## src/rtl/fetch_stage.sv

```systemverilog
// IF stage and IF/ID pipeline register for the 5-stage MIPS core.
// Owns the fetch PC, drives the instruction-memory address and latches the
// fetched word into IRD/pcD. An all-zero IRD is an empty slot (bubble).
module fetch_stage #(
  parameter logic [31:0] RESET_PC = 32'h0000_0000,
  parameter logic [31:0] BUBBLE   = 32'h0000_0000
) (
  input  logic        clk,
  input  logic        reset,
  input  logic        stall,
  input  logic        br_taken,
  input  logic [31:0] br_target,
  input  logic [31:0] imem_rdata,
  input  logic        imem_ready,
  output logic [31:0] imem_addr,
  output logic [31:0] pc,
  output logic [31:0] IRD,
  output logic [31:0] pcD,
  output logic        jump_redirect
);

  localparam logic [5:0] OP_J = 6'b000010;

  logic [31:0] pc_q, ird_q, pcd_q;
  logic [31:0] pc_n, ird_n, pcd_n;
  logic [31:0] pc_plus4;
  logic [31:0] jump_target;
  logic        jump_in_id;

  assign pc_plus4    = pc_q + 32'd4;
  assign jump_in_id  = (ird_q[31:26] == OP_J);
  assign jump_target = {pcd_q[31:28], ird_q[25:0], 2'b00};

  // jump redirects only when the ID stage is allowed to advance
  always_comb begin
    jump_redirect = 1'b0;
    if (!reset && stall && jump_in_id)
      jump_redirect = 1'b1;
  end

  // next-state selection; an older branch outranks everything else
  always_comb begin
    pc_n  = pc_q;
    ird_n = ird_q;
    pcd_n = pcd_q;
    if (br_taken) begin
      pc_n  = br_target;
      ird_n = BUBBLE;
      pcd_n = 32'd0;
    end else if (!stall) begin
      pc_n  = pc_q;
      ird_n = ird_q;
      pcd_n = pcd_q;
    end else if (jump_in_id) begin
      pc_n  = jump_target;
      ird_n = BUBBLE;
      pcd_n = 32'd0;
    end else if (!imem_ready) begin
      pc_n  = pc_q;
      ird_n = BUBBLE;
      pcd_n = 32'd0;
    end else begin
      pc_n  = pc_plus4;
      ird_n = imem_rdata;
      pcd_n = pc_plus4;
    end
  end

  // PC and IF/ID register, synchronous reset wins every edge
  always_ff @(posedge clk) begin
    if (reset) begin
      pc_q  <= RESET_PC;
      ird_q <= BUBBLE;
      pcd_q <= 32'd0;
    end else begin
      pc_q  <= pc_n;
      ird_q <= ird_n;
      pcd_q <= pcd_n;
    end
  end

  assign pc        = pc_q;
  assign imem_addr = pc_q;
  assign IRD       = ird_q;
  assign pcD       = pcd_q;

endmodule

```

## config.mk

```make
export PLATFORM = sky130hd
export DESIGN_NAME = fetch_stage
export DESIGN_NICKNAME = d
export VERILOG_FILES = /design/src/rtl/fetch_stage.sv
export SDC_FILE = /design/constraint.sdc
export NUM_CORES = 1
export LEC_CHECK = 0
export ABC_AREA = 1
export CORE_ASPECT_RATIO = 0.7
export CORE_MARGIN = 2
export CORE_UTILIZATION = 43
export DETAILED_ROUTE_END_ITERATION = 10
export GPL_TIMING_DRIVEN = 0
export HOLD_SLACK_MARGIN = 0.02
export PLACE_DENSITY = 0.79
export SLEW_MARGIN = 20
export SYNTH_ARGS = -nofsm -noshare
export SYNTH_HDL_FRONTEND = slang
export SYNTH_SLANG_ARGS = --single-unit
```

## constraint.sdc

```tcl
create_clock -name clk -period 3.4 [get_ports clk]
set_input_delay 1.02 -clock clk [delete_from_list [all_inputs] [get_ports clk]]
set_output_delay 1.02 -clock clk [all_outputs]
set_load 0.03 [all_outputs]
```

==> out/results.txt <==
PortBufs - 197
final hold slack - 0.470 ns
DRT iter0 DRCs - 500
worst path required time - 2.38 ns
top cells by count, synth - nand2_1, a21oi_1, dfxtp_1
fin area - 7650 um^2
post_cts resized - 1
syn_area_per_cell - 6.78 um^2
pin count of the biggest net entering global routing - 16
ordered list of cells on the worst path - clkdlybuf4s50_1 -> nand2_1 -> nor2_1 -> dlygate4sd2_1
Placed Area - 7320 um^2
Final WS setup - 0.230 ns
Comb power frac - 23.2%
leakage - 2.86 nW
Hold Path Class - register to register
Flop pwr share - 40.1%
antenna violations before repair - 0
Post-synth ARST share - 0%
non-filler instance count after layout - 1,129
diode count - 0
via count - 5,884
Synth Flop Type - dfxtp_1
PwrDens - 406 nW/um^2
outcome - complete, no violations
largest buffer count on any clock path - 2
slowest CP cell - clkdlybuf4s50_1
max cap viols - 0
top cell type's share of synthesized area - 37.3%
most numerous cell in the Yosys netlist - nand2_1
H-Tree Depth - 3
Max Slew Vio Count - 0
Clock Skew - 0.00961 ns
Worst slew margin - 57.6%
VDD IR max - 0.000304 V
first-pass GRT wire length - 28,300 um
synthesis-to-finish area growth - 48.6%
Crit. End Element - primary output
#FFs+latches synth - 96
RSZ-0062 raised after global routing - false
Die W - 135 um
Syn Nets - 829
area leader, netlist - dfxtp_1
cts hold-fix bufs - 0
clock root cell - clkbuf_16
Syn. warnings - 0
minimum clock period - 3.17 ns
synth top area cells - dfxtp_1, nand2_1, a21oi_1
via/cell ratio - 5.21
Fillers - 1,063
utilization after layout - 65.4%
vias in the first global route - 5,302
CP peak stage delay - 0.51 ns
worst-margin pin slew - 0.636 ns
total die area - 12,900 um^2
Layout Nets - 1,037
fmax - 315 MHz
Buf/Inv on CP - 2
final hold violations - 0
endpoints failing setup - 0
hpwl dp - 14,200 um
Die Y - 95.5 um
CTS tree - yes
Post-Syn Instances - 759
CTS sink cnt - 96
Ports - 198
critical path fanouts, max - 3
Initial Utilization - 44.1%
switching power - 924 uW
cell family with most CP delay - buffers and inverters
number of synthesized flops with an enable pin - 0
Clk pwr share - 36.7%
count of cell types in the netlist - 31
Seq/Total Area, Yosys - 37.3%
number of setup buffers added after CTS - 0
clk_lat worst skew - 0.35 ns
num rows - 33
internal power - 2.18 mW
DRC errors left - 0
WS Path Type - input pin to primary output
DRT Pass-1 Iters - 5
GP Congestion - 0.932
clk slew on worst S/H paths - 0.06 ns
total grt overflow - 0
switch share - 29.8%
total track usage - 28.6%
placed cell count - 1,113
pre-CTS setup slack - -0.0397 ns
synthesized area - 5150 um^2
wirelength, routed - 18,600 um
fraction of the cycle the final worst path needs - 93.2%
share of cells above drive strength 1 - 10.7%
post-route ant nets - 0
Core ar. - 11,700 um^2
Routed WL per cell - 16.5 um
startpoint types - input pin
CTS buffer count - 9
CP arrival - 2.15 ns
-- layout by cell type (no fill, tap or decap), types with 4 or more instances in the layout --
cell type | netlist | final
a21oi_1 | 121 | 121
dfxtp_1 | 96 | 96
buf_4 | 38 | 38
o21ai_0 | 47 | 47
inv_1 | 31 | 31
buf_2 | 9 | 9
clkbuf_8 | 3 | 5
nand2_1 | 230 | 230
o21bai_1 | 6 | 6
nand3_1 | 44 | 44
or2_2 | 14 | 14
nand4_1 | 21 | 21
clkbuf_16 | 0 | 9
nor2_4 | 7 | 7
clkbuf_1 | 20 | 21
nor2_1 | 38 | 38
xnor2_1 | 4 | 4
nor2_2 | 5 | 5
clkdlybuf4s50_1 | 0 | 196
-- logic make-up after synthesis --
kind of cell,share of synthesized area [%]
fa+ha+maj,0.243
flops,37.3
buf+inv,11.8
xor+xnor,1.19
compound gates,17.7
simple gates,31.7
-- worst paths after layout --
path	cells after the start	start	slack, ns	end
hold / removal	2	pcD[16]	0.47	pcD[16]
setup / recovery	4	stall	0.23	jump_redirect
setup reg to reg	10	imem_addr[2]	1.35	imem_addr[12]
hold reg to reg	2	pcD[16]	0.47	pcD[16]
-- state kept, by name, summed over array words and instances (netlist names) --
| name | count |
|---|---|
| IRD | 32 |
| imem_addr | 32 |
| pcD | 32 |
-- final cells by class --
| cell class | instances | area, um^2 | share of cell area [%] |
|---|---|---|---|
| Tap cell | 157 | 196 | 2.57 |
| Timing Repair Buffer | 197 | 1970 | 25.8 |
| Clock inverter | 4 | 76.3 | 0.998 |
| Clock buffer | 12 | 256 | 3.35 |
| Inverter | 36 | 138 | 1.80 |
| Buffer | 74 | 469 | 6.14 |
| Multi-Input combinational cell | 553 | 2620 | 34.2 |
| Sequential cell | 96 | 1920 | 25.1 |
-- per-stage QoR --
stage                     power [mW]  setup TNS [ns]
after floorplan                 1.66               0
after global placement          1.97         -0.0476
after detailed placement        1.98         -0.0397
after CTS                       3.10               0
after global routing            3.21               0
final                           3.11               0
-- layer usage --
layer | vias to the layer above | share of wire (%) | GRT usage [%]
met5 | - | 0 | 0
met3 | 15 | 13 | 9.94
met1 | 2674 | 44 | 39.5
met2 | 311 | 42 | 43.0
li1 | 2884 | - | -
met4 | 0 | 0.91 | 6.14
-- worst register-to-register path, stage by stage (launching register included) --
cell	delay [ns]
dfxtp_1	0.51
ha_1	0.25
nand2_1	0.09
nor2_4	0.23
nand2_4	0.13
nor2_1	0.29
nand2_1	0.13
nand3_1	0.09
nand2_1	0.06
o21ai_0	0.07
a21oi_1	0.09
-- power groups by stage --
stage,Combinational (mW),Sequential [mW],Clock [mW]
floorplan,0.325,1.34,0
CTS,0.716,1.24,1.14
global placement,0.706,1.27,0
detailed placement,0.713,1.27,0
global route,0.770,1.25,1.18
finish,0.720,1.25,1.14
Note: power is estimated with default switching activity, not from simulation.
